### src/rtl/iec_sd_pkg.sv
// Shared types and constants for the IEC drive SD-channel arbiter.
package iec_sd_pkg;

  localparam int unsigned LBA_W = 32;
  localparam int unsigned BLK_W = 6;

  typedef enum logic [1:0] {
    IDLE,
    ISSUE,
    XFER,
    RELEASE
  } arb_state_e;

  // The 2-bit owner index limits the arbiter to four drives.
  function automatic int unsigned clamp_drives(input int unsigned d);
    if (d < 1) return 1;
    if (d > 4) return 4;
    return d;
  endfunction

endpackage

### src/rtl/iec_sd_arbiter_if.sv
// SD block-transfer signals: per-drive side and single host side.
interface iec_sd_arbiter_if import iec_sd_pkg::*; #(
  parameter int unsigned DRIVES = 2
);

  localparam int unsigned NDR = clamp_drives(DRIVES);

  logic [NDR-1:0][LBA_W-1:0] drv_lba;
  logic [NDR-1:0][BLK_W-1:0] drv_blk_cnt;
  logic [NDR-1:0]            drv_rd;
  logic [NDR-1:0]            drv_wr;
  logic [NDR-1:0][7:0]       drv_buff_din;
  logic [NDR-1:0]            drv_ack;
  logic [NDR-1:0]            drv_buff_wr;

  logic [LBA_W-1:0]          host_lba;
  logic [BLK_W-1:0]          host_blk_cnt;
  logic                      host_rd;
  logic                      host_wr;
  logic                      host_ack;
  logic                      host_buff_wr;
  logic [7:0]                host_buff_din;

  modport master (
    input  drv_lba, drv_blk_cnt, drv_rd, drv_wr, drv_buff_din,
    input  host_ack, host_buff_wr,
    output drv_ack, drv_buff_wr,
    output host_lba, host_blk_cnt, host_rd, host_wr, host_buff_din
  );

  modport slave (
    output drv_lba, drv_blk_cnt, drv_rd, drv_wr, drv_buff_din,
    output host_ack, host_buff_wr,
    input  drv_ack, drv_buff_wr,
    input  host_lba, host_blk_cnt, host_rd, host_wr, host_buff_din
  );

endinterface

### src/rtl/iec_rr_pick.sv
// Combinational round-robin selector: first requester at or after ptr, wrapping.
module iec_rr_pick #(
  parameter int unsigned N = 2
) (
  input  logic [N-1:0] req,
  input  logic [1:0]   ptr,
  output logic         valid,
  output logic [1:0]   idx
);

  always_comb begin
    int unsigned cand;
    valid = 1'b0;
    idx   = '0;
    cand  = 0;
    for (int unsigned off = 0; off < N; off++) begin
      cand = ({30'd0, ptr} + off) % N;
      for (int unsigned j = 0; j < N; j++) begin
        if (!valid && (j == cand) && req[j]) begin
          valid = 1'b1;
          idx   = 2'(j);
        end
      end
    end
  end

endmodule

### src/rtl/iec_sd_arbiter.sv
// Round-robin sharing of one SD host channel among up to four IEC drives;
// ack and buffer strobes are routed back to the current owner only.
module iec_sd_arbiter import iec_sd_pkg::*; #(
  parameter int unsigned DRIVES  = 2,
  parameter int unsigned TIMEOUT = 0
) (
  input  logic                clk_sys,
  input  logic                reset,
  iec_sd_arbiter_if.master    sd,
  output logic                busy,
  output logic [1:0]          owner,
  output logic                timeout
);

  localparam int unsigned NDR   = clamp_drives(DRIVES);
  localparam int unsigned CNT_W = (TIMEOUT > 0) ? $clog2(TIMEOUT + 1) : 1;

  arb_state_e       state_q, state_d;
  logic [1:0]       ptr_q, ptr_d;
  logic [1:0]       owner_q, owner_d;
  logic             host_rd_q, host_rd_d;
  logic             host_wr_q, host_wr_d;
  logic [NDR-1:0]   drv_ack_q, drv_ack_d;
  logic [LBA_W-1:0] host_lba_q, host_lba_d;
  logic [BLK_W-1:0] host_blk_cnt_q, host_blk_cnt_d;
  logic             timeout_q, timeout_d;
  logic             busy_q, busy_d;
  logic [CNT_W-1:0] cnt_q, cnt_d;

  logic             pick_valid;
  logic [1:0]       pick_idx;
  logic [LBA_W-1:0] win_lba;
  logic [BLK_W-1:0] win_blk;
  logic             win_rd;
  logic             win_wr;
  logic [NDR-1:0]   owner_oh;
  logic [NDR-1:0]   buff_wr;
  logic [7:0]       buff_din;
  logic [1:0]       owner_next;

  iec_rr_pick #(.N(NDR)) u_pick (
    .req   (sd.drv_rd | sd.drv_wr),
    .ptr   (ptr_q),
    .valid (pick_valid),
    .idx   (pick_idx)
  );

  always_comb begin
    win_lba = '0;
    win_blk = '0;
    win_rd  = 1'b0;
    win_wr  = 1'b0;
    for (int unsigned j = 0; j < NDR; j++) begin
      if (pick_idx == 2'(j)) begin
        win_lba = sd.drv_lba[j];
        win_blk = sd.drv_blk_cnt[j];
        win_rd  = sd.drv_rd[j];
        win_wr  = sd.drv_wr[j];
      end
    end
  end

  always_comb begin
    owner_oh = '0;
    buff_wr  = '0;
    buff_din = '0;
    for (int unsigned j = 0; j < NDR; j++) begin
      if (owner_q == 2'(j)) begin
        owner_oh[j] = 1'b1;
        buff_wr[j]  = (state_q == XFER) && sd.host_buff_wr;
        buff_din    = sd.drv_buff_din[j];
      end
    end
  end

  assign owner_next = (owner_q == 2'(NDR - 1)) ? 2'd0 : owner_q + 2'd1;

  always_comb begin
    state_d        = state_q;
    ptr_d          = ptr_q;
    owner_d        = owner_q;
    host_rd_d      = host_rd_q;
    host_wr_d      = host_wr_q;
    drv_ack_d      = drv_ack_q;
    host_lba_d     = host_lba_q;
    host_blk_cnt_d = host_blk_cnt_q;
    timeout_d      = 1'b0;
    cnt_d          = '0;

    case (state_q)
      IDLE: begin
        if (pick_valid) begin
          owner_d        = pick_idx;
          host_lba_d     = win_lba;
          host_blk_cnt_d = win_blk;
          host_rd_d      = win_rd;
          host_wr_d      = win_wr & ~win_rd;
          state_d        = ISSUE;
        end
      end
      ISSUE: begin
        if (sd.host_ack) begin
          host_rd_d = 1'b0;
          host_wr_d = 1'b0;
          drv_ack_d = owner_oh;
          state_d   = XFER;
        end else if ((TIMEOUT > 0) && (cnt_q == CNT_W'(TIMEOUT - 1))) begin
          // Abandon without ack; a drive still requesting simply retries later.
          host_rd_d = 1'b0;
          host_wr_d = 1'b0;
          timeout_d = 1'b1;
          ptr_d     = owner_next;
          state_d   = IDLE;
        end else begin
          cnt_d = (cnt_q == '1) ? cnt_q : cnt_q + 1'b1;
        end
      end
      XFER: begin
        if (!sd.host_ack) state_d = RELEASE;
      end
      RELEASE: begin
        drv_ack_d = '0;
        ptr_d     = owner_next;
        state_d   = IDLE;
      end
      default: state_d = IDLE;
    endcase

    busy_d = (state_d != IDLE);
  end

  always_ff @(posedge clk_sys or posedge reset) begin
    if (reset) begin
      state_q        <= IDLE;
      ptr_q          <= '0;
      owner_q        <= '0;
      host_rd_q      <= 1'b0;
      host_wr_q      <= 1'b0;
      drv_ack_q      <= '0;
      host_lba_q     <= '0;
      host_blk_cnt_q <= '0;
      timeout_q      <= 1'b0;
      busy_q         <= 1'b0;
      cnt_q          <= '0;
    end else begin
      state_q        <= state_d;
      ptr_q          <= ptr_d;
      owner_q        <= owner_d;
      host_rd_q      <= host_rd_d;
      host_wr_q      <= host_wr_d;
      drv_ack_q      <= drv_ack_d;
      host_lba_q     <= host_lba_d;
      host_blk_cnt_q <= host_blk_cnt_d;
      timeout_q      <= timeout_d;
      busy_q         <= busy_d;
      cnt_q          <= cnt_d;
    end
  end

  assign sd.drv_ack       = drv_ack_q;
  assign sd.drv_buff_wr   = buff_wr;
  assign sd.host_lba      = host_lba_q;
  assign sd.host_blk_cnt  = host_blk_cnt_q;
  assign sd.host_rd       = host_rd_q;
  assign sd.host_wr       = host_wr_q;
  assign sd.host_buff_din = buff_din;
  assign busy             = busy_q;
  assign owner            = owner_q;
  assign timeout          = timeout_q;

endmodule

### src/flat_wrapper.sv
// flat-port wrapper written by rule: the top's interface ports become plain ports
module iec_sd_arbiter_flat import iec_sd_pkg::*;
#(
  parameter int unsigned DRIVES  = 2,
  parameter int unsigned TIMEOUT = 0
)
  (clk_sys, reset, busy, owner, timeout, sd_drv_lba, sd_drv_blk_cnt, sd_drv_rd, sd_drv_wr, sd_drv_buff_din, sd_host_ack, sd_host_buff_wr, sd_drv_ack, sd_drv_buff_wr, sd_host_lba, sd_host_blk_cnt, sd_host_rd, sd_host_wr, sd_host_buff_din);
  iec_sd_arbiter_if #(.DRIVES(DRIVES)) sd_i ();
  input  logic clk_sys;
  input  logic reset;
  output logic busy;
  output logic [1:0] owner;
  output logic timeout;
  input wire logic [$bits(sd_i.drv_lba)-1:0] sd_drv_lba;
  input wire logic [$bits(sd_i.drv_blk_cnt)-1:0] sd_drv_blk_cnt;
  input wire logic [$bits(sd_i.drv_rd)-1:0] sd_drv_rd;
  input wire logic [$bits(sd_i.drv_wr)-1:0] sd_drv_wr;
  input wire logic [$bits(sd_i.drv_buff_din)-1:0] sd_drv_buff_din;
  input wire logic [$bits(sd_i.host_ack)-1:0] sd_host_ack;
  input wire logic [$bits(sd_i.host_buff_wr)-1:0] sd_host_buff_wr;
  output wire logic [$bits(sd_i.drv_ack)-1:0] sd_drv_ack;
  output wire logic [$bits(sd_i.drv_buff_wr)-1:0] sd_drv_buff_wr;
  output wire logic [$bits(sd_i.host_lba)-1:0] sd_host_lba;
  output wire logic [$bits(sd_i.host_blk_cnt)-1:0] sd_host_blk_cnt;
  output wire logic [$bits(sd_i.host_rd)-1:0] sd_host_rd;
  output wire logic [$bits(sd_i.host_wr)-1:0] sd_host_wr;
  output wire logic [$bits(sd_i.host_buff_din)-1:0] sd_host_buff_din;
  assign sd_i.drv_lba = sd_drv_lba;
  assign sd_i.drv_blk_cnt = sd_drv_blk_cnt;
  assign sd_i.drv_rd = sd_drv_rd;
  assign sd_i.drv_wr = sd_drv_wr;
  assign sd_i.drv_buff_din = sd_drv_buff_din;
  assign sd_i.host_ack = sd_host_ack;
  assign sd_i.host_buff_wr = sd_host_buff_wr;
  assign sd_drv_ack = sd_i.drv_ack;
  assign sd_drv_buff_wr = sd_i.drv_buff_wr;
  assign sd_host_lba = sd_i.host_lba;
  assign sd_host_blk_cnt = sd_i.host_blk_cnt;
  assign sd_host_rd = sd_i.host_rd;
  assign sd_host_wr = sd_i.host_wr;
  assign sd_host_buff_din = sd_i.host_buff_din;
  iec_sd_arbiter #(.DRIVES(DRIVES), .TIMEOUT(TIMEOUT)) u_core (.clk_sys(clk_sys), .reset(reset), .sd(sd_i), .busy(busy), .owner(owner), .timeout(timeout));
endmodule
### config.mk
export PLATFORM = sky130hd
export DESIGN_NAME = iec_sd_arbiter_flat
export DESIGN_NICKNAME = d
export VERILOG_FILES = /design/src/rtl/iec_sd_pkg.sv /design/src/rtl/iec_sd_arbiter_if.sv /design/src/rtl/iec_rr_pick.sv /design/src/rtl/iec_sd_arbiter.sv /design/src/flat_wrapper.sv
export SDC_FILE = /design/constraint.sdc
export NUM_CORES = 1
export LEC_CHECK = 0
export BUFFER_PORTS_ARGS = -buffer_cell sky130_fd_sc_hd__buf_2
export CAP_MARGIN = 30
export CORE_UTILIZATION = 27
export DETAILED_ROUTE_END_ITERATION = 12
export GPL_TIMING_DRIVEN = 0
export PLACE_DENSITY = 0.63
export RECOVER_POWER = 100
export SLEW_MARGIN = 0
export SYNTH_ARGS = -nofsm -noshare
export SYNTH_HDL_FRONTEND = slang
export SYNTH_SLANG_ARGS = --single-unit
### constraint.sdc
create_clock -name clk_sys -period 4.95 [get_ports clk_sys]
set_clock_uncertainty 0.2 [all_clocks]
set_input_delay 0.99 -clock clk_sys [delete_from_list [all_inputs] [get_ports clk_sys]]
set_output_delay 0.99 -clock clk_sys [all_outputs]
set_load 0.1 [all_outputs]
# Yosys cells after proc, flatten, opt, wreduce, memory -nomap -nowiden
# Index checks and enable logic that the tools add are counted.
# W data, S select, Z words.
[op_classes]
addsub = 2
eq_ne = 7
muxes = 33
n_bitwise = 3
reduce_logical = 22
[op_table]
columns = ["cell", "n"]
rows = [
  ["$logic_not A32 Y1", 2],
  ["$mux W32", 2],
  ["$mux W1", 17],
  ["$mux W8", 2],
  ["$mux W2", 6],
  ["$mux W6", 2],
  ["$logic_and A1 B1 Y1", 8],
  ["$pmux W2 S4", 1],
  ["$eq A2 B1 Y1 const B", 3],
  ["$logic_not A2 Y1", 3],
  ["$reduce_bool A2 Y1", 3],
  ["$eq A2 B2 Y1 const B", 2],
  ["$pmux W1 S2", 2],
  ["$pmux W2 S2", 1],
  ["$reduce_and A2 Y1", 2],
  ["$logic_not A1 Y1", 3],
  ["$reduce_and A3 Y1", 1],
  ["$add A1 B1 Y1 const B", 2],
  ["$ne A2 B1 Y1 const B", 1],
  ["$ne A2 B2 Y1 const B", 1],
  ["$or A2 B2 Y2", 1],
  ["$and A1 B1 Y1", 1],
  ["$not A1 Y1", 1],
]
[totals]
ff_bits = 48
word_cells = 76

# Logic depth before layout (Yosys ltp)
# Gate-level depths: netlist of the first run.
[depth]
depth_word = 22
mapped_depth = 7

# Hierarchy
# A second synthesis of the first run with hierarchy kept.
[hier_totals]
cells_unflattened = 246
area_unflattened_um2 = 2750.1
[modules_own_cells]
columns = ["mod", "instances", "cells_each", "area_each_um2", "seq_area_each_um2"]
rows = [
  ["iec_sd_arbiter", 1, 241, 2721.4, 1226.2],
  ["iec_rr_pick", 1, 5, 28.8, 0.0],
]

# Worst setup path before layout of the first run
# OpenSTA, ideal clock, no wires.
[synth_timing]
path_kind = "flip-flop to output port"
startpoint = "reg u_core.owner_q[0], in the netlist u_core.owner[0]"
endpoint = "out sd_drv_buff_wr[1]"
arrival_ps = 3498
t_required_ps = 3760
path_slack_ps = 262
path_stages_with_launch = 4
cell_sequence = "dfrtp_1 clkbuf_1 inv_1 nor3_1"
[synth_via]
elab_chain_cells = 2
[synth_rtl]
columns = ["element", "line", "text"]
rows = [
  ["from (decl)", "iec_sd_arbiter.sv:20", "logic [1:0] owner_q, owner_d;"],
  ["from (signal assigned)", "iec_sd_arbiter.sv:148", "owner_q <= owner_d;"],
  ["$eq A2 B1 Y1", "iec_sd_arbiter.sv:68", "if (owner_q == 2'(j)) begin"],
  ["$mux W1", "iec_sd_arbiter.sv:68", ""],
  ["to (decl)", "flat_wrapper.sv:22", "output wire logic [$bits(sd_i.drv_buff_wr)-1:0] sd_drv_buff_wr;"],
]
# Every way passes these cells.

# Final worst setup path of the first run
# Same ends and word-level chain as after synthesis.

==> insert_results.sql, run 1 <==
INSERT INTO impl_metrics (metric_group, metric, value, unit) VALUES
('placement', 'finalWeightedCongestion', '0.743', ''),
('routing', 'route.antenna.remaining_nets', '0', ''),
('sta', 'layout_min_cycle_time', '3.47', 'ns'),
('global_route', 'maximum_number_of_pins_on_one_net_before_global_route_repair', '26', ''),
('critical_path', 'worst_path_max_delay_cell', 'clkbuf_1', ''),
('critical_path', 'critical_path_class', 'register to output port', ''),
('clocking', 'numCtsBuffers', '5', ''),
('sta', 'fmaxAchievable', '288', 'MHz'),
('global_route', 'grt_pass1_vias', '2074', ''),
('floorplanning', 'num_rows', '33', ''),
('synth', 'synth_top_area_frac', '0.502', ''),
('job', 'cap_viol_max_count', '0', ''),
('critical_path', 'timing.critical_path.fanout_max', '10', ''),
('critical_path', 'endpoint_kind', 'output port', ''),
('routing', 'routedWlPerCell', '12.1', 'um'),
('sta', 'tns', '0', 'ns'),
('final_layout', 'nFillCells', '936', ''),
('clocking', 'cts_setup_buffers', '0', ''),
('synth', 'synth.yosys.warnings', '0', ''),
('synth', 'ranking_of_synthesized_cells_by_area', 'dfrtp_1, mux2i_1, nand2_1', ''),
('floorplanning', 'die_area', '9060', 'um2'),
('clocking', 'path_clk_slew', '0.08', 'ns'),
('routing', 'drt-pass1-iter-count', '4', ''),
('final_layout', 'layout-area-overhead-vs-synth', '36.8', '%'),
('critical_path', 'worst_ep_required_time', '3.76', 'ns'),
('sta', 'hold_viol', '0', ''),
('clocking', 'clock_insertion_delay_worst_skew', '0.29', 'ns'),
('placement', 'detailed_place_hpwl', '4.86', 'mm'),
('clocking', 'clockRootBuffer', 'clkbuf_8', ''),
('synth', 'post_synth.cell_area_avg', '10.3', 'um2'),
('floorplanning', 'die_h', '95.2', 'um'),
('synth', 'synth_sequential_area_ratio', '0.502', ''),
('final_layout', 'mostFrequentLayoutCells', 'buf_2, clkbuf_1, dfrtp_1, nand2_1, o21ai_0', ''),
('clocking', 'postCtsResizedCells', '0', ''),
('final_layout', 'final_common_cell', 'buf_2', ''),
('min_path', 'hold_class', 'register to register', ''),
('routing', 'route.vias.total', '2184', ''),
('global_route', 'overflow', '0', ''),
('routing', 'drtIter0Drc', '28', ''),
('floorplanning', 'chipWidth', '95.2', 'um'),
('sta', 'timing_max_transition_violations_final', '0', ''),
('sta', 'layout_worst_path_cycle_share', '0.701', ''),
('floorplanning', 'top_level_ports', '156', ''),
('critical_path', 'cp_data_arrival_time', '2.28', 'ns'),
('placement', 'dpl-instance-area', '3270', 'um2'),
('routing', 'viasPerCell', '4.41', ''),
('critical_path', 'critPathBufInv', '3', ''),
('floorplanning', 'starting_utilization_of_the_core_area', '0.282', ''),
('clocking', 'cts.htree.levels', '2', ''),
('global_route', 'gr-usage-all-layers', '0.134', ''),
('final_layout', 'layout.cell_area.non_filler', '3210', 'um2'),
('floorplanning', 'fp.coreArea', '8300', 'um2'),
('synth', 'netlist_instances', '227', ''),
('clocking', 'cts_hold_repair.buffers', '0', ''),
('critical_path', 'delay_heaviest_family_cp', 'buffers and inverters', ''),
('routing', 'post-route-drc-count', '0', ''),
('outcome', 'outcome', 'completed', ''),
('critical_path', 'cp_cell_sequence', 'clkbuf_1, inv_1, nor3_1, clkbuf_1', ''),
('clocking', 'cts_tree', 'yes', ''),
('sta', 'finalSetupViolCount', '0', ''),
('critical_path', 'startpoint_type', 'register', ''),
('sta', 'worst_pin_slew', '1.37', 'ns'),
('final_layout', 'num_antenna_cells', '0', ''),
('global_route', 'antenna_found_initial', '0', ''),
('synth', 'yosysUniqueCellTypes', '30', ''),
('sta', 'rsz0062_at_grt', 'no', ''),
('final_layout', 'share_of_post_route_cells_with_drive_strength_above_1', '0.310', ''),
('critical_path', 'path_common_cell', 'clkbuf_1', ''),
('synth', 'synth_top_area_cell', 'dfrtp_1', ''),
('synth', 'synth.cell_area', '2340', 'um2'),
('placement', 'port-buffer-count', '153', ''),
('global_route', 'grt_pass1_wl', '9.43', 'mm'),
('clocking', 'ctsLongestPathBuffers', '2', ''),
('sta', 'relSlewSlack', '0.0873', ''),
('synth', 'yosys_reg_bits', '47', ''),
('clocking', 'numClockSinks', '47', ''),
('placement', 'dpl.cell_count', '487', ''),
('final_layout', 'non_filler_cells_final', '495', ''),
('routing', 'wirelength', '5.98', 'mm'),
('final_layout', 'final_net_count', '489', ''),
('critical_path', 'worst_path_largest_cell_delay', '0.88', 'ns');
-- synth_stat cells --
| cell | instances |
|---|---|
| a31oi_1 | 1 |
| mux2i_1 | 38 |
| o21ai_1 | 9 |
| nand3b_1 | 3 |
| o22ai_2 | 1 |
| nor3_1 | 2 |
| or3_1 | 1 |
| o21ai_0 | 33 |
| nand2_1 | 44 |
| buf_2 | 5 |
| buf_6 | 3 |
| nor2b_1 | 1 |
| a21o_1 | 1 |
| o22ai_1 | 2 |
| a21oi_1 | 2 |
| nand2b_1 | 1 |
| clkbuf_1 | 3 |
| nor4_4 | 1 |
| mux2_2 | 8 |
| conb_1 | 1 |
| buf_4 | 3 |
| buf_8 | 1 |
| a21boi_0 | 1 |
| dfrtp_1 | 47 |
| nor3b_1 | 2 |
| o211ai_1 | 1 |
| nor2_1 | 3 |
| o21ai_2 | 2 |
| inv_1 | 4 |
| clkbuf_2 | 3 |
-- worst min-delay path, cell delays in order, from the launching register on --
cell and delay (ns):
dfrtp_1 0.35, nand2_1 0.05, o21ai_0 0.06
-- final cells by class --
class,instances,area (um2),share of cell area
repair buffers,154,699,0.218
clock inverters,1,5.00,0.00156
inverters,4,15.0,0.00468
plain buffers,18,92.6,0.0289
flip-flops and latches,47,1180,0.367
clock buffers,7,76.3,0.0238
multi-input cells,159,1010,0.315
well taps,105,131,0.0410
-- cell families after synthesis --
family | after synthesis | synth area share
AND/OR/NAND/NOR | 58 | 0.113
AO/OA/AOI/OAI | 53 | 0.124
flip-flops | 47 | 0.502
multiplexers | 46 | 0.201
buffers and inverters | 22 | 0.0587
other | 1 | 0.00160
-- stage by stage --
step	util	hold slack, ns	worst slack [ns]
finish	0.386	0.286	1.48
global route	0.386	0.310	1.31
detailed placement	0.394	0.264	2.06
floorplan	-	0.324	0.262
CTS	0.404	0.285	1.86
global placement	0.391	0.259	2.01
-- sequential cells by signal (all words and copies together) (netlist names), 2 cells and up --
signal / count
u_core.sd.host_blk_cnt: 6
u_core.state_q: 2
u_core.sd.host_lba: 32
u_core.sd.drv_ack: 2
-- path summary, 6_finish.rpt --
kind / startpoint / end / slack [ns] / depth (start not counted)
max: u_core.owner[0]$_DFFE_PP0P_ / sd_drv_buff_wr[1] / 1.48 / 4
min: u_core.sd.host_lba[17]$_DFFE_PP0P_ / u_core.sd.host_lba[17]$_DFFE_PP0P_ / 0.29 / 2
max reg2reg: u_core.state_q[1]$_DFF_PP0_ / u_core.sd.host_blk_cnt[1]$_DFFE_PP0P_ / 2.92 / 6
min reg2reg: u_core.sd.host_lba[17]$_DFFE_PP0P_ / u_core.sd.host_lba[17]$_DFFE_PP0P_ / 0.29 / 2
max in group asynchronous: reset / u_core.sd.host_blk_cnt[0]$_DFFE_PP0P_ / 2.14 / 3
min in group asynchronous: reset / u_core.sd.host_lba[14]$_DFFE_PP0P_ / 0.67 / 2
-- per-layer routing --
layer | share of wire | GRT usage | up-vias
li1 | - | - | 1104
met1 | 0.43 | 0.163 | 985
met2 | 0.50 | 0.239 | 91
met3 | 0.066 | 0.0279 | 4
met4 | 0.0070 | 0.0303 | 0
met5 | 0 | 0 | -
Power of run 1 is not shown: default switching activity piles up to over one toggle a cycle in this logic, so the estimate is an artifact.
==> run 2: changes to the inputs <==
--- a/config.mk
+++ b/config.mk
@@ -5,12 +5,13 @@
 export SDC_FILE = /design/constraint.sdc
 export NUM_CORES = 1
 export LEC_CHECK = 0
+export ABC_AREA = 1
 export BUFFER_PORTS_ARGS = -buffer_cell sky130_fd_sc_hd__buf_2
 export CAP_MARGIN = 30
 export CORE_UTILIZATION = 27
 export DETAILED_ROUTE_END_ITERATION = 12
 export GPL_TIMING_DRIVEN = 0
-export PLACE_DENSITY = 0.63
+export PLACE_DENSITY = 0.61
 export RECOVER_POWER = 100
 export SLEW_MARGIN = 0
 export SYNTH_ARGS = -nofsm -noshare
==> constraint.sdc (replaced) <==
create_clock -name clk_sys -period 3.4 [get_ports clk_sys]
set_clock_uncertainty 0.2 [all_clocks]
set_input_delay 0.68 -clock clk_sys [delete_from_list [all_inputs] [get_ports clk_sys]]
set_output_delay 0.68 -clock clk_sys [all_outputs]
set_load 0.1 [all_outputs]
==> insert_results.sql, run 2 <==
INSERT INTO impl_metrics (metric_group, metric, value, unit) VALUES
('floorplanning', 'chipWidth', '101', 'um'),
('synth', 'synth_top_area_cell', 'dfrtp_1', ''),
('routing', 'viasPerCell', '4.25', ''),
('synth', 'synth-edff-count', '0', ''),
('synth', 'cell_with_the_most_instances_after_synthesis', 'nand2_1', ''),
('final_layout', 'final_common_cell', 'nand2_1', ''),
('min_path', 'worstHoldStart', 'u_core.sd.host_lba[18]$_DFFE_PP0P_', ''),
('synth', 'yosys.area_share.xor_xnor', '0', ''),
('synth', 'synthSimpleGateAreaFrac', '0.417', ''),
('routing', 'drt-pass1-iter-count', '4', ''),
('placement', 'finalWeightedCongestion', '0.677', ''),
('floorplanning', 'num_rows', '35', ''),
('final_layout', 'share_of_post_route_cells_with_drive_strength_above_1', '0.243', ''),
('clocking', 'postCtsResizedCells', '0', ''),
('sta', 'rsz0062_at_grt', 'no', ''),
('synth', 'postSynth.topFlopCell', 'dfrtp_1', ''),
('sta', 'tns', '0', 'ns'),
('synth', 'ranking_of_synthesized_cells_by_area', 'dfrtp_1, nand2_1, nand3b_1', ''),
('floorplanning', 'die_h', '101', 'um'),
('sta', 'timing_max_transition_violations_final', '0', ''),
('global_route', 'overflow', '0', ''),
('synth', 'post_synth.cell_area_avg', '7.24', 'um2'),
('synth', 'synth.cell_area', '2640', 'um2'),
('sta', 'hold_viol', '0', ''),
('clocking', 'cts_hold_repair.buffers', '0', ''),
('sta', 'layout_worst_path_cycle_share', '0.830', ''),
('clocking', 'numCtsBuffers', '5', ''),
('final_layout', 'largest_register_ff_count', '32', ''),
('clocking', 'ctsLongestPathBuffers', '2', ''),
('routing', 'route.antenna.remaining_nets', '0', ''),
('synth', 'netlist_instances', '365', ''),
('global_route', 'antenna_found_initial', '0', ''),
('sta', 'layout_min_cycle_time', '2.82', 'ns'),
('critical_path', 'endpoint_kind', 'output port', ''),
('synth', 'synth_top_area_frac', '0.445', ''),
('clocking', 'path_clk_slew', '0.09', 'ns'),
('placement', 'detailed_place_hpwl', '5.97', 'mm'),
('critical_path', 'timing.critical_path.fanout_max', '6', ''),
('final_layout', 'final_net_count', '627', ''),
('critical_path', 'critical_path_class', 'register to output port', ''),
('placement', 'port-buffer-count', '153', ''),
('clocking', 'clockRootBuffer', 'clkbuf_8', ''),
('synth', 'synth_top_family_by_area', 'simple AND/OR/NAND/NOR gates', ''),
('clocking', 'clock_insertion_delay_worst_skew', '0.29', 'ns'),
('synth', 'yosys_reg_bits', '47', ''),
('floorplanning', 'fp.coreArea', '9370', 'um2'),
('global_route', 'grt_pass1_vias', '2653', ''),
('critical_path', 'worst_ep_required_time', '2.52', 'ns'),
('critical_path', 'worst_r2r_startpoint', 'u_core.state_q[0]$_DFF_PP0_', ''),
('sta', 'finalSetupViolCount', '0', ''),
('routing', 'post-route-drc-count', '0', ''),
('floorplanning', 'starting_utilization_of_the_core_area', '0.282', ''),
('synth', 'yosysUniqueCellTypes', '19', ''),
('critical_path', 'cp_data_arrival_time', '1.94', 'ns'),
('sta', 'worst_pin_slew', '1.23', 'ns'),
('global_route', 'maximum_number_of_pins_on_one_net_before_global_route_repair', '29', ''),
('clocking', 'cts_setup_buffers', '0', ''),
('min_path', 'hold_class', 'register to register', ''),
('global_route', 'gr-usage-all-layers', '0.156', ''),
('final_layout', 'mostFrequentLayoutCells', 'nand2_1, buf_2, clkbuf_1, dfrtp_1, inv_1', ''),
('synth', 'synth_sequential_area_ratio', '0.445', ''),
('critical_path', 'startpoint_type', 'register', ''),
('critical_path', 'crit_start', 'u_core.state_q[0]$_DFF_PP0_', ''),
('routing', 'drtIter0Drc', '80', ''),
('synth', 'synth_adder_area_share', '0', ''),
('global_route', 'grt_pass1_wl', '12.4', 'mm'),
('routing', 'wirelength', '7.81', 'mm'),
('clocking', 'numClockSinks', '47', ''),
('outcome', 'outcome', 'completed', ''),
('job', 'cap_viol_max_count', '0', ''),
('synth', 'synth_compound_area_frac', '0.0175', ''),
('clocking', 'cts_tree', 'yes', ''),
('synth', 'synth.mux.area_fraction', '0', ''),
('synth', 'synth_common_cells', 'nand2_1, dfrtp_1, inv_1, nand3_1, nand3b_1', ''),
('routing', 'route.vias.total', '2787', ''),
('sta', 'relSlewSlack', '0.186', ''),
('routing', 'routedWlPerCell', '11.9', 'um'),
('floorplanning', 'top_level_ports', '156', ''),
('clocking', 'cts.htree.levels', '2', ''),
('final_layout', 'num_antenna_cells', '0', ''),
('final_layout', 'layout-area-overhead-vs-synth', '36.6', '%'),
('floorplanning', 'die_area', '10200', 'um2'),
('synth', 'synth_async_sr_flop_share', '1.00', ''),
('sta', 'fmaxAchievable', '354', 'MHz'),
('final_layout', 'nFillCells', '1045', ''),
('synth', 'synth.yosys.warnings', '0', '');
==> run 2: changes by cell type after synthesis, moves of 27 or more <==
cell | before | now
nand2_1 | 44 | 150
o21ai_0 | 33 | 6
nand3_1 | 0 | 42
mux2i_1 | 38 | 0
nand3b_1 | 3 | 38
inv_1 | 4 | 45
==> run 2: path summary, 6_finish.rpt <==
check | slack, ns | endpoint | cells after the start
max | 0.58 | sd_drv_buff_wr[0] | 2
min reg2reg | 0.28 | u_core.sd.host_lba[18]$_DFFE_PP0P_ | 2
min in group asynchronous | 0.32 | u_core.sd.host_lba[31]$_DFFE_PP0P_ | 2
max reg2reg | 1.05 | u_core.sd.host_lba[1]$_DFFE_PP0P_ | 7
max in group asynchronous | 2.06 | u_core.sd.host_lba[24]$_DFFE_PP0P_ | 3
min | 0.28 | u_core.sd.host_lba[18]$_DFFE_PP0P_ | 2
==> run 2: per-stage QoR <==
stage / worst slack, ns / utilization / std cells / cell area (um2) / hold WS, ns
2_1_floorplan: -0.103 / - / 366 / 2670 / 0.266
3_3_place_gp: 0.720 / 0.383 / 648 / 3590 / 0.260
3_5_place_dp: 1.08 / 0.386 / 649 / 3610 / 0.262
4_1_cts: 0.748 / 0.395 / 656 / 3700 / 0.183
5_1_grt: 0.504 / 0.385 / 656 / 3610 / 0.307
6_report: 0.577 / 0.385 / 656 / 3610 / 0.283
==> run 2: metal layers <==
layer  up-vias  routed length (um)  global-route usage  part of all wire
met5         -                   0                   0                 0
met4         0                 111              0.0390             0.014
met3        11                 556              0.0347             0.071
met2       102                3660               0.274              0.47
met1      1231                3490               0.194              0.45
li1       1443                   -                   -                 -
==> run 2: final cells by class <==
type                            count  area, um2  share of cell area
Inverter                           47        176              0.0489
Multi-Input combinational cell    249       1170               0.325
Sequential cell                    47       1180               0.326
Tap cell                          129        161              0.0447
Clock buffer                        6       82.6              0.0229
Clock inverter                      1       5.00             0.00139
Buffer                             23        108              0.0298
Timing Repair Buffer              154        727               0.202
==> run 2: worst max-delay path, cell delays in order (launching register included) <==
cell	delay [ns]
dfrtp_1	0.47
nor4_2	0.28
clkbuf_1	0.89
==> run 2: cell families after synthesis <==
kind of cell    after synthesis
compound gates                8
buf+inv                      70
flops                        47
other cells                   1
simple gates                239
Power of run 2 is left out for the same reason.
==> run 3: changes to the inputs <==
--- a/config.mk
+++ b/config.mk
@@ -11,7 +11,7 @@
 export CORE_UTILIZATION = 27
 export DETAILED_ROUTE_END_ITERATION = 12
 export GPL_TIMING_DRIVEN = 0
-export PLACE_DENSITY = 0.61
+export PLACE_DENSITY = 0.63
 export RECOVER_POWER = 100
 export SLEW_MARGIN = 0
 export SYNTH_ARGS = -nofsm -noshare
==> constraint.sdc (replaced) <==
create_clock -name clk_sys -period 2.5 [get_ports clk_sys]
set_clock_uncertainty 0.2 [all_clocks]
set_input_delay 0.5 -clock clk_sys [delete_from_list [all_inputs] [get_ports clk_sys]]
set_output_delay 0.5 -clock clk_sys [all_outputs]
set_load 0.1 [all_outputs]
==> insert_results.sql, run 3 (synthesis gave the netlist of run 2 again) <==
INSERT INTO impl_metrics (metric_group, metric, value, unit) VALUES
('critical_path', 'worst_ep_required_time', '1.80', 'ns'),
('routing', 'routedWlPerCell', '12.0', 'um'),
('clocking', 'cts.htree.levels', '2', ''),
('sta', 'fmaxAchievable', '419', 'MHz'),
('final_layout', 'mostFrequentLayoutCells', 'nand2_1, buf_2, inv_1, dfrtp_1, nand3_1', ''),
('floorplanning', 'top_level_ports', '156', ''),
('final_layout', 'final_common_cell', 'nand2_1', ''),
('floorplanning', 'starting_utilization_of_the_core_area', '0.282', ''),
('sta', 'layout_min_cycle_time', '2.39', 'ns'),
('critical_path', 'endpoint_kind', 'output port', ''),
('sta', 'layout_worst_path_cycle_share', '0.956', ''),
('sta', 'relSlewSlack', '0.202', ''),
('global_route', 'grt_pass1_wl', '12.4', 'mm'),
('sta', 'hold_viol', '0', ''),
('final_layout', 'final_net_count', '628', ''),
('global_route', 'maximum_number_of_pins_on_one_net_before_global_route_repair', '30', ''),
('routing', 'post-route-drc-count', '0', ''),
('critical_path', 'cp_data_arrival_time', '1.69', 'ns'),
('job', 'cap_viol_max_count', '0', ''),
('final_layout', 'nFillCells', '1056', ''),
('global_route', 'gr-usage-all-layers', '0.156', ''),
('clocking', 'clockRootBuffer', 'clkbuf_8', ''),
('critical_path', 'path_common_cell', 'nand2_1', ''),
('outcome', 'outcome', 'completed', ''),
('clocking', 'clock_insertion_delay_worst_skew', '0.29', 'ns'),
('floorplanning', 'num_rows', '35', ''),
('min_path', 'holdPathStages', '2', ''),
('floorplanning', 'die_area', '10200', 'um2'),
('routing', 'drtIter0Drc', '78', ''),
('routing', 'wirelength', '7.89', 'mm'),
('critical_path', 'timing.critical_path.fanout_max', '10', ''),
('critical_path', 'r2r.worst_path.cells', '7', ''),
('global_route', 'antenna_found_initial', '0', ''),
('placement', 'detailed_place_hpwl', '5.91', 'mm'),
('critical_path', 'critPathBufInv', '2', ''),
('final_layout', 'num_antenna_cells', '0', ''),
('sta', 'finalSetupViolCount', '0', ''),
('placement', 'finalWeightedCongestion', '0.709', ''),
('critical_path', 'worst_path_largest_cell_delay', '0.47', 'ns'),
('critical_path', 'cp_cell_sequence', 'clkbuf_1, nand2_1, nand2_1, buf_2', ''),
('clocking', 'cts_tree', 'yes', ''),
('routing', 'route.antenna.remaining_nets', '0', ''),
('clocking', 'path_clk_slew', '0.08', 'ns'),
('clocking', 'numCtsBuffers', '5', ''),
('routing', 'route.vias.total', '2780', ''),
('critical_path', 'worst_r2r_startpoint', 'u_core.state_q[0]$_DFF_PP0_', ''),
('sta', 'worst_pin_slew', '1.20', 'ns'),
('global_route', 'overflow', '0', ''),
('placement', 'post_placement_setup_slack', '0.407', 'ns'),
('min_path', 'hold_class', 'input pin to register', ''),
('routing', 'viasPerCell', '4.22', ''),
('final_layout', 'largest_register_ff_count', '32', ''),
('final_layout', 'layout-area-overhead-vs-synth', '38.9', '%'),
('floorplanning', 'chipWidth', '101', 'um'),
('global_route', 'grt_pass1_vias', '2654', ''),
('sta', 'setup_slack', '0.111', 'ns'),
('clocking', 'numClockSinks', '47', ''),
('final_layout', 'non_filler_cells_final', '658', ''),
('critical_path', 'cp.depth', '4', ''),
('sta', 'rsz0062_at_grt', 'no', ''),
('floorplanning', 'fp.coreArea', '9370', 'um2'),
('critical_path', 'crit_start', 'u_core.owner[0]$_DFFE_PP0P_', ''),
('final_layout', 'share_of_post_route_cells_with_drive_strength_above_1', '0.280', ''),
('routing', 'drt-pass1-iter-count', '4', ''),
('min_path', 'worstHoldStart', 'sd_host_ack', ''),
('critical_path', 'critical_path_class', 'register to output port', ''),
('sta', 'timing_max_transition_violations_final', '0', ''),
('floorplanning', 'die_h', '101', 'um'),
('critical_path', 'startpoint_type', 'register', ''),
('critical_path', 'delay_heaviest_family_cp', 'buffers and inverters', ''),
('placement', 'port-buffer-count', '153', ''),
('clocking', 'ctsLongestPathBuffers', '2', ''),
('placement', 'dpl.cell_count', '649', ''),
('critical_path', 'worst_path_max_delay_cell', 'dfrtp_4', '');
## run 3: final timing paths
kind                                                      end  slack, ns
setup / recovery                          sd_host_buff_din[2]       0.11
hold / removal                    u_core.state_q[0]$_DFF_PP0_       0.21
setup reg to reg            u_core.sd.host_lba[5]$_DFFE_PP0P_       0.27
hold reg to reg            u_core.sd.host_lba[18]$_DFFE_PP0P_       0.28
max in group asynchronous         u_core.owner[0]$_DFFE_PP0P_       0.78
min in group asynchronous   u_core.sd.host_lba[1]$_DFFE_PP0P_       0.69
## run 3: area by class of cell
class / count / area, um2 / area share
buffer: 23 / 111 / 0.0304
sequential: 47 / 1180 / 0.322
multi-input combinational: 249 / 1180 / 0.321
clock inverter: 1 / 5.00 / 0.00136
timing repair buffer: 155 / 776 / 0.211
tap: 129 / 161 / 0.0440
clock buffer: 7 / 76.3 / 0.0208
inverter: 47 / 181 / 0.0495
## run 3: worst reg2reg max path, delay by kind of cell (launching register included)
family | cells | cell delay [ns]
flops | 1 | 0.47
simple gates | 4 | 0.63
buf+inv | 3 | 0.87
## run 3: through the flow
stage	hold WS (ns)	util	cell area, um2	setup TNS (ns)
floorplan	0.266	-	2680	0
global placement	0.261	0.385	3610	-1.59
detailed placement	0.260	0.387	3630	0
CTS	0.198	0.397	3720	0
global route	0.212	0.391	3670	0
finish	0.208	0.391	3670	0
## run 3: routing by layer
metal  vias up  routed length (um)  global-route usage
met3         4                 410              0.0291
met1      1243                3570               0.196
met4         0                  42              0.0357
met5         -                   0                   0
li1       1450                   -                   -
met2        83                3860               0.277
## run 3: timing repair
item / 4_1_cts / 5_1_grt
buffers inserted: 0 / 0
endpoints found under the setup margin: 0 / 7
hold buffers: 1 / 0
hold endpoints to repair: 10 / 0
resized for setup: 0 / 7
Power of run 3 is left out for the same reason.
